[src/rtl/pipeline_stall_controller.sv]
// -----------------------------------------------------------------------------
// pipeline_stall_controller
//
// Stall/flush sequencer for the 5-stage RV32I pipeline. It merges three inputs
// into per-register load enables and flush strobes:
//   - the load-use hazard from ID,
//   - taken-branch redirects resolved in EX,
//   - the data-memory request/ready handshake from MEM.
// Multi-cycle events (load-use bubbles, memory waits) are tracked by a small
// FSM. Two saturating performance counters are kept, and the pipeline is
// frozen permanently if data memory does not answer within MEM_TIMEOUT cycles.
//
// Parameters
//   LOAD_USE_CYCLES  bubbles inserted per load-use hazard (1..15)
//   MEM_TIMEOUT      max consecutive memory-wait cycles before halting (1..255)
//   CNT_WIDTH        width of each performance counter
//
// Ports
//   clk              in   system clock, rising edge
//   rst_n            in   asynchronous active-low reset
//   ID_stale         in   load-use hazard detected in ID
//   EX_branch_taken  in   branch/jump resolved taken in EX
//   MEM_dmem_req     in   MEM stage issues a data-memory access
//   MEM_dmem_ready   in   data memory completes the access this cycle
//   pc_write         out  PC load enable
//   IF_ID_write      out  IF/ID load enable
//   IF_ID_flush      out  IF/ID cleared to NOP
//   ID_EX_write      out  ID/EX load enable
//   ID_EX_flush      out  ID/EX cleared to NOP (bubble)
//   EX_MEM_write     out  EX/MEM and MEM/WB load enable
//   halted           out  sticky memory-timeout indication
//   stall_count      out  saturating count of cycles with pc_write=0
//   flush_count      out  saturating count of taken-branch flushes
//
// State table
//   state        | meaning
//   S_RUN        | normal flow; memory wait > branch > load-use priority
//   S_LOAD_STALL | extra load-use bubbles still pending (r_bub_cnt left)
//   S_MEM_WAIT   | data memory busy; whole pipeline frozen
//   S_HALT       | memory timeout; frozen until reset
// -----------------------------------------------------------------------------
module pipeline_stall_controller #(
  parameter int unsigned LOAD_USE_CYCLES = 1,
  parameter int unsigned MEM_TIMEOUT     = 255,
  parameter int unsigned CNT_WIDTH       = 16
) (
  input  logic                 clk,
  input  logic                 rst_n,
  input  logic                 ID_stale,
  input  logic                 EX_branch_taken,
  input  logic                 MEM_dmem_req,
  input  logic                 MEM_dmem_ready,
  output logic                 pc_write,
  output logic                 IF_ID_write,
  output logic                 IF_ID_flush,
  output logic                 ID_EX_write,
  output logic                 ID_EX_flush,
  output logic                 EX_MEM_write,
  output logic                 halted,
  output logic [CNT_WIDTH-1:0] stall_count,
  output logic [CNT_WIDTH-1:0] flush_count
);

  localparam logic [1:0] S_RUN        = 2'd0;
  localparam logic [1:0] S_LOAD_STALL = 2'd1;
  localparam logic [1:0] S_MEM_WAIT   = 2'd2;
  localparam logic [1:0] S_HALT       = 2'd3;

  localparam logic [3:0]           BUB_INIT   = 4'(LOAD_USE_CYCLES - 1);
  localparam logic [7:0]           WAIT_LIMIT = 8'(MEM_TIMEOUT);
  localparam logic [CNT_WIDTH-1:0] CNT_ONE    = {{(CNT_WIDTH-1){1'b0}}, 1'b1};
  localparam logic [CNT_WIDTH-1:0] CNT_MAX    = {CNT_WIDTH{1'b1}};

  logic [1:0]           r_state;
  logic [3:0]           r_bub_cnt;
  logic [7:0]           r_wait_cnt;
  logic [CNT_WIDTH-1:0] r_stall_count;
  logic [CNT_WIDTH-1:0] r_flush_count;

  logic [1:0] w_next_state;
  logic [3:0] w_next_bub;
  logic [7:0] w_next_wait;
  logic [7:0] w_wait_inc;
  logic       w_mem_stall;
  logic       w_flush_event;
  logic       w_pc_write;
  logic       w_if_id_write;
  logic       w_if_id_flush;
  logic       w_id_ex_write;
  logic       w_id_ex_flush;
  logic       w_ex_mem_write;

  assign w_mem_stall = MEM_dmem_req & ~MEM_dmem_ready;
  assign w_wait_inc  = r_wait_cnt + 8'd1;

  always_comb begin
    w_pc_write     = 1'b1;
    w_if_id_write  = 1'b1;
    w_if_id_flush  = 1'b0;
    w_id_ex_write  = 1'b1;
    w_id_ex_flush  = 1'b0;
    w_ex_mem_write = 1'b1;
    w_flush_event  = 1'b0;
    w_next_state   = r_state;
    w_next_bub     = r_bub_cnt;
    w_next_wait    = r_wait_cnt;

    case (r_state)
      // LOAD_STALL shares RUN's priority chain so that a branch or memory
      // wait arriving mid-bubble aborts the remaining bubbles.
      S_RUN, S_LOAD_STALL: begin
        if (w_mem_stall) begin
          w_pc_write     = 1'b0;
          w_if_id_write  = 1'b0;
          w_id_ex_write  = 1'b0;
          w_ex_mem_write = 1'b0;
          w_next_wait    = 8'd1;
          w_next_bub     = 4'd0;
          // The first waiting cycle already counts toward the timeout.
          w_next_state   = (WAIT_LIMIT == 8'd1) ? S_HALT : S_MEM_WAIT;
        end else if (EX_branch_taken) begin
          // The stale-load consumer sits in ID/IF and is flushed anyway.
          w_if_id_flush = 1'b1;
          w_id_ex_flush = 1'b1;
          w_flush_event = 1'b1;
          w_next_bub    = 4'd0;
          w_next_state  = S_RUN;
        end else if (r_state == S_LOAD_STALL) begin
          w_pc_write    = 1'b0;
          w_if_id_write = 1'b0;
          w_id_ex_flush = 1'b1;
          if (r_bub_cnt <= 4'd1) begin
            w_next_bub   = 4'd0;
            w_next_state = S_RUN;
          end else begin
            w_next_bub = r_bub_cnt - 4'd1;
          end
        end else if (ID_stale) begin
          w_pc_write    = 1'b0;
          w_if_id_write = 1'b0;
          w_id_ex_flush = 1'b1;
          if (BUB_INIT != 4'd0) begin
            w_next_bub   = BUB_INIT;
            w_next_state = S_LOAD_STALL;
          end
        end
      end

      S_MEM_WAIT: begin
        if (MEM_dmem_ready) begin
          w_next_wait  = 8'd0;
          w_next_state = S_RUN;
        end else begin
          w_pc_write     = 1'b0;
          w_if_id_write  = 1'b0;
          w_id_ex_write  = 1'b0;
          w_ex_mem_write = 1'b0;
          w_next_wait    = w_wait_inc;
          if (w_wait_inc == WAIT_LIMIT) begin
            w_next_state = S_HALT;
          end
        end
      end

      S_HALT: begin
        w_pc_write     = 1'b0;
        w_if_id_write  = 1'b0;
        w_id_ex_write  = 1'b0;
        w_ex_mem_write = 1'b0;
      end

      default: begin
        w_next_state = S_RUN;
      end
    endcase
  end

  always_ff @(posedge clk or negedge rst_n) begin
    if (!rst_n) begin
      r_state    <= S_RUN;
      r_bub_cnt  <= 4'd0;
      r_wait_cnt <= 8'd0;
    end else begin
      r_state    <= w_next_state;
      r_bub_cnt  <= w_next_bub;
      r_wait_cnt <= w_next_wait;
    end
  end

  always_ff @(posedge clk or negedge rst_n) begin
    if (!rst_n) begin
      r_stall_count <= '0;
      r_flush_count <= '0;
    end else begin
      if (!w_pc_write && (r_stall_count != CNT_MAX)) begin
        r_stall_count <= r_stall_count + CNT_ONE;
      end
      if (w_flush_event && (r_flush_count != CNT_MAX)) begin
        r_flush_count <= r_flush_count + CNT_ONE;
      end
    end
  end

  // While reset is held the pipeline free-runs with no flushes, regardless
  // of what the hazard inputs are doing.
  assign pc_write     = ~rst_n | w_pc_write;
  assign IF_ID_write  = ~rst_n | w_if_id_write;
  assign ID_EX_write  = ~rst_n | w_id_ex_write;
  assign EX_MEM_write = ~rst_n | w_ex_mem_write;
  assign IF_ID_flush  =  rst_n & w_if_id_flush;
  assign ID_EX_flush  =  rst_n & w_id_ex_flush;
  assign halted       = (r_state == S_HALT);
  assign stall_count  = r_stall_count;
  assign flush_count  = r_flush_count;

endmodule

[config.mk]
export PLATFORM = sky130hd
export DESIGN_NAME = pipeline_stall_controller
export DESIGN_NICKNAME = d
export VERILOG_FILES = /design/src/rtl/pipeline_stall_controller.sv
export SDC_FILE = /design/constraint.sdc
export NUM_CORES = 1
export LEC_CHECK = 0
export CAP_MARGIN = 20
export CORE_MARGIN = 2
export CORE_UTILIZATION = 43
export CTS_BUF_LIST = sky130_fd_sc_hd__clkbuf_8
export DETAILED_ROUTE_END_ITERATION = 7
export GPL_TIMING_DRIVEN = 0
export PLACE_DENSITY_LB_ADDON = 0.12
export SYNTH_ARGS = -nofsm -noshare
export SYNTH_HDL_FRONTEND = slang
export SYNTH_SLANG_ARGS = --single-unit
[constraint.sdc]
create_clock -name clk -period 1.8 [get_ports clk]
set_clock_uncertainty 0.2 [all_clocks]
set_input_delay 0.18 -clock clk [delete_from_list [all_inputs] [get_ports clk]]
set_output_delay 0.18 -clock clk [all_outputs]
set_load 0.03 [all_outputs]
# [Word-level counts from Yosys, hierarchy flattened]
# Cells that the tools add are included.
# W data, S select, Z words.
[classes] add_sub_neg=4 magnitude_cmp=1 eq_ne=10 n_mux=30 n_bitwise=7 reduce_logical=10
[op_table] cell="$add A16 B1 Y16 const B" n=2
[op_table] cell="$ne A16 B16 Y1 const B" n=2
[op_table] cell="$mux W4" n=4
[op_table] cell="$mux W8" n=2
[op_table] cell="$pmux W8 S2" n=1
[op_table] cell="$mux W1" n=14
[op_table] cell="$mux W2" n=6
[op_table] cell="$add A8 B1 Y8 const B" n=1
[op_table] cell="$eq A8 B8 Y1 const B" n=1
[op_table] cell="$ne A4 B4 Y1 const B" n=2
[op_table] cell="$pmux W1 S3" n=2
[op_table] cell="$eq A2 B2 Y1 const B" n=2
[op_table] cell="$le A4 B1 Y1 const B" n=1
[op_table] cell="$pmux W2 S2" n=1
[op_table] cell="$reduce_and A2 Y1" n=2
[op_table] cell="$reduce_and A4 Y1" n=1
[op_table] cell="$sub A4 B1 Y4 const B" n=1
[op_table] cell="$and A1 B1 Y1" n=3
[op_table] cell="$ne A3 B3 Y1 const B" n=1
[op_table] cell="$reduce_bool A3 Y1" n=1
[op_table] cell="$eq A2 B1 Y1 const B" n=1
[op_table] cell="$logic_and A1 B1 Y1" n=2
[op_table] cell="$logic_not A2 Y1" n=1
[op_table] cell="$ne A2 B2 Y1 const B" n=1
[op_table] cell="5 further kinds" n=7
[word_totals] ff_bits=46 input_bits=6 output_inout_bits=39 word_cells=67

# [Logic depth before layout (Yosys ltp)]
[depth] word_depth=7 mapped_depth=6

# [Least setup slack after synthesis]
# Ideal clock, no wire load.
[synth_timing] kind="reg-to-reg" startpoint="register r_flush_count[0] (netlist: flush_count[0])" endpoint="register r_flush_count[1] (netlist: flush_count[1])" setup_ns=0.128 arrival_time_ns=1.738 required_ns=1.472 slack_ns=-0.266 stages_incl_launch_ff=6 synth_period_minus_slack_ns=2.066 cell_sequence="dfrtp_1 -> ha_1 -> and3_1 -> nor3b_4 -> a21oi_1 -> mux2_1"
[synth_via] elab_chain_len=2
[synth_lines] element="from (decl)" line="78" text="logic [CNT_WIDTH-1:0] r_flush_count;"
[synth_lines] element="from (signal assigned)" line="199" text="r_flush_count <= r_flush_count + CNT_ONE;"
[synth_lines] element="parallel branches: the longest is 2 deep, another holds $add A16 B1 Y16"
# Parallel ways; which one is timed is not known.
# A chain may end at the register's enable or synchronous reset.

# [Worst setup path after layout]
[layout_timing] startpoint="register r_state[1]" endpoint="output IF_ID_write"
[layout_via] elab_chain_len=6
[layout_lines] element="from (decl)" line="74" text="logic [1:0] r_state;"
[layout_lines] element="from (signal assigned)" line="184" text="r_state <= w_next_state;"
[layout_lines] element="$eq A2 B1 Y1" line="108, 128"
[layout_lines] element="$mux W1" line="128" text="end else if (r_state == S_LOAD_STALL) begin"
[layout_lines] element="$mux W1" line="121" text="end else if (EX_branch_taken) begin"
[layout_lines] element="$mux W1" line="112" text="if (w_mem_stall) begin"
[layout_lines] element="$pmux W1 S3 (*)" line="108" text="case (r_state)"
[layout_lines] element="$or A1 B1 Y1 (*)" line="207" text="assign IF_ID_write = ~rst_n | w_if_id_write;"
[layout_lines] element="to (decl)" line="54" text="output logic IF_ID_write,"
# Every way passes the cells marked *; elsewhere a longest branch is shown, timed or not.

==> summary.md <==
| Metric | Value |
|---|---|
| Final WS setup | -203 ps |
| Synth Instances | 256 |
| Worst VDD drop | roughly 480 uV |
| RSZ-0062 raised after global routing | yes |
| Util after Layout | 0.649 |
| Total CTS buffers | 5 |
| CP required | 1420 ps |
| Max cap viols | 0 |
| Async set-or-reset flop fraction in the synthesized netlist | 1.00 |
| Worst-margin pin slew | 476 ps |
| Largest cells by area after synthesis | dfrtp_1 (45%), xor2_1 (7.2%), nand2_1 (4.1%) |
| # clock sinks | between 40 and 50 |
| Mapped cell area | 0.00255 mm^2 |
| Status | complete, but fails checks |
| CP max stage delay | 470 ps |
| Clock share of power | 0.239 |
| DPL Wire Length | just under 4000 um |
| Synth cell types | 50 |
| Layout cells sized above 1 | 0.319 |
| Worst EP arrival | between 1500 and 2000 ps |
| WP buf/inv | 2 |
| Layout Nets | between 300 and 400 |
| Chip height | around 80 um |
| Seq/Total Area, Yosys | 0.451 |
| CTS HTree Levels | 2 |
| CP Cell Sequence | or3b_4 -> o211ai_4 -> nand2_2 -> buf_4 -> buf_6 |
| Syn Nets | roughly 270 |
| Reg2Reg Setup Slack | -170 ps |
| Global Route Usage Sum | 0.197 |
| Logic gate share of total power | 0.277 |
| Fin cells | 410 |
| Layout fillers | roughly 470 |
| N_diodes | 0 |
| Core area | a little under 0.006 mm^2 |
| I/O pin count | 45 |
| Seq pwr share | 0.484 |
| Int Power | around 1.8 mW |
| Largest net degree at the start of global routing | 26 |
| Clock root cell | clkbuf_8 |
| Starting DRC count in detailed routing | around 120 |
| Clock transition at path regs | about 90 ps |
| Post-synth EDFFs | 0 |
| Total global routing overflow | 0 |
| Area leader, netlist | dfrtp_1 |
| DR vias | roughly 2,300 |
| Most frequent cells in the layout | dfrtp_1 (30), nand2_1 (26), buf_4 (24) |
| Failing checks | negative setup slack |
| Final max-slew violation count | 0 |
| Yosys synthesis warning count | 0 |
| Initial antenna violation count | 0 |
| Drt drc | 0 |
| Post-Syn Area per Cell | about 10 um^2 |
| Vias in the first global route | about 2,100 |
| Synthesized flop and latch total | 46 |
| Cell Rows | 28 |
| Startpoint Class | flip-flop |
| Skew-Pair Late Insertion Delay | 300 ps |
| Switching part of the total | 0.352 |
| Final WL | approximately 6300 um |
| GPL Wtd Cong | around 0.77 |
| Share of the synthesized area in the top cell type | 0.451 |
| Leading register cell type out of synthesis | dfrtp_1 |
| Critical path peak fanout | 7 |
| Crit Path Class | reg2out |
| Pwr dens | between 700 and 800 mW/mm^2 |
| Setup violations, final | 22 |
| Area growth from synthesis to layout | 47.8% |
| F_max | roughly 500 MHz |
| Dpl ws | -735 ps |
| Crit. End Element | primary output |
| Tmin final | approximately 2000 ps |
| Pre-Repair DR Iteration Count | 4 |
| Final Hold Vio Count | 0 |
| Commonest non-fill, non-tap cell in the layout | dfrtp_1 |
| Tcrit/Tclk final | 1.11 |
| Max Root-Sink Buffers | 2 |
| CTS tree | yes |
| Post-placement cell count | roughly 380 |
| Slew margin rel. | 0.680 |
| Die Width | 81.0 um |
| DIE AREA | roughly 0.0066 mm^2 |
| Drt wl/cell | 15.3 um |
| P_sw | 960 uW |
| CP max stage cell | dfrtp_2 |
| PortBufs | 44 |
| LEAKAGE | between 1.5 and 2 nW |
| Post-route ant nets | 0 |
| Initial core utilization | 0.439 |
| Via-to-Cell Ratio | between 5 and 6 |
| CP top delay family | simple AND/OR/NAND/NOR gates |
| First-pass GRT wire length | about 10000 um |
| Hold slack final | between 20 and 25 ps |
| Worst hold path type | in2async |
[through the flow]
step | cell area (um^2) | TNS [ps] | total power, mW
after floorplan | 2630 | -148 | 1.74
after global placement | 3160 | -76030 | 2.06
after detailed placement | 3170 | -14870 | 2.07
after CTS | 3560 | -2700 | 2.74
after global routing | 3770 | -3580 | 2.87
final | 3770 | -1610 | 2.73
[layer usage]
layer,vias up,global-route usage,share of wire
li1,1099,-,-
met1,1098,0.272,0.45
met2,55,0.316,0.48
met3,8,0.0400,0.049
met4,0,0.0542,0.013
met5,-,0,0
[power by group through the flow]
stage	Clock, mW	Combinational, mW	Sequential, mW
3_5_place_dp	0	0.735	1.34
5_1_grt	0.715	0.804	1.35
3_3_place_gp	0	0.720	1.34
4_1_cts	0.673	0.752	1.32
6_report	0.652	0.755	1.32
2_1_floorplan	0	0.206	1.53
[worst reg2reg max path, delay by kind of cell, from the launching register on]
| kind | cells | cell delay [ps] |
|---|---|---|
| AND/OR/NAND/NOR | 2 | 700 |
| buffers and inverters | 1 | 170 |
| AO/OA/AOI/OAI | 1 | 170 |
| XOR/XNOR | 1 | 180 |
| flip-flops | 1 | 470 |
[repair_timing]
| item | 4_1_cts | 5_1_grt |
|---|---|---|
| setup buffers | 13 | 8 |
| hold buffers | 5 | 0 |
| gates resized for setup | 74 | 49 |
| hold endpoints to repair | 46 | 0 |
| setup endpoints to repair | 52 | 50 |
| pin swaps | 6 | 12 |
[sequential cells by signal, indices dropped and copies added (netlist names)]
signal,count
r_wait_cnt,8
r_state,2
flush_count,16
r_bub_cnt,4
stall_count,16
[synth_stat cells (4+ instances only)]
library cell and count:
dfrtp_1 46, nand2_1 28, xor2_1 21, o21ai_0 13, nand4_1 12, nand3_1 11
nor2_1 10, nor3_1 10, a21oi_1 9, inv_1 8, a31oi_1 7, and3_1 7
xnor2_1 7, ha_1 6, and4_1 5, a211oi_1 4
[final cells by class]
cell class              instances  area, um^2  share of cell area
multi-input cells             193        1570               0.415
flip-flops and latches         46        1170               0.310
repair buffers                 72         749               0.199
well taps                      75        93.8              0.0249
clock buffers                   6        82.6              0.0219
plain buffers                   8        70.1              0.0186
inverters                       8        30.0             0.00796
clock inverters                 2        8.76             0.00232
[worst paths after layout]
path,from,endpoint,depth (start not counted)
max reg2reg,r_state[1],stall_count[13],5
max,r_state[1],IF_ID_write,5
max in group asynchronous,rst_n,r_state[1],6
min reg2reg,r_wait_cnt[6],r_wait_cnt[6],1
min in group clk,r_wait_cnt[6],r_wait_cnt[6],1
min,rst_n,stall_count[15],6
[cell families (layout without fill, tap and decap cells)]
| group | Yosys count | after routing | share of synthesized area |
|---|---|---|---|
| buffers and inverters | 17 | 96 | 0.0323 |
| flip-flops | 46 | 46 | 0.451 |
| AO/OA/AOI/OAI | 50 | 50 | 0.128 |
| AND/OR/NAND/NOR | 106 | 106 | 0.250 |
| multiplexers | 3 | 3 | 0.0132 |
| XOR/XNOR | 28 | 28 | 0.0961 |
| adder cells (fa/ha/maj) | 6 | 6 | 0.0294 |
Note: power is estimated with default switching activity, not from simulation.
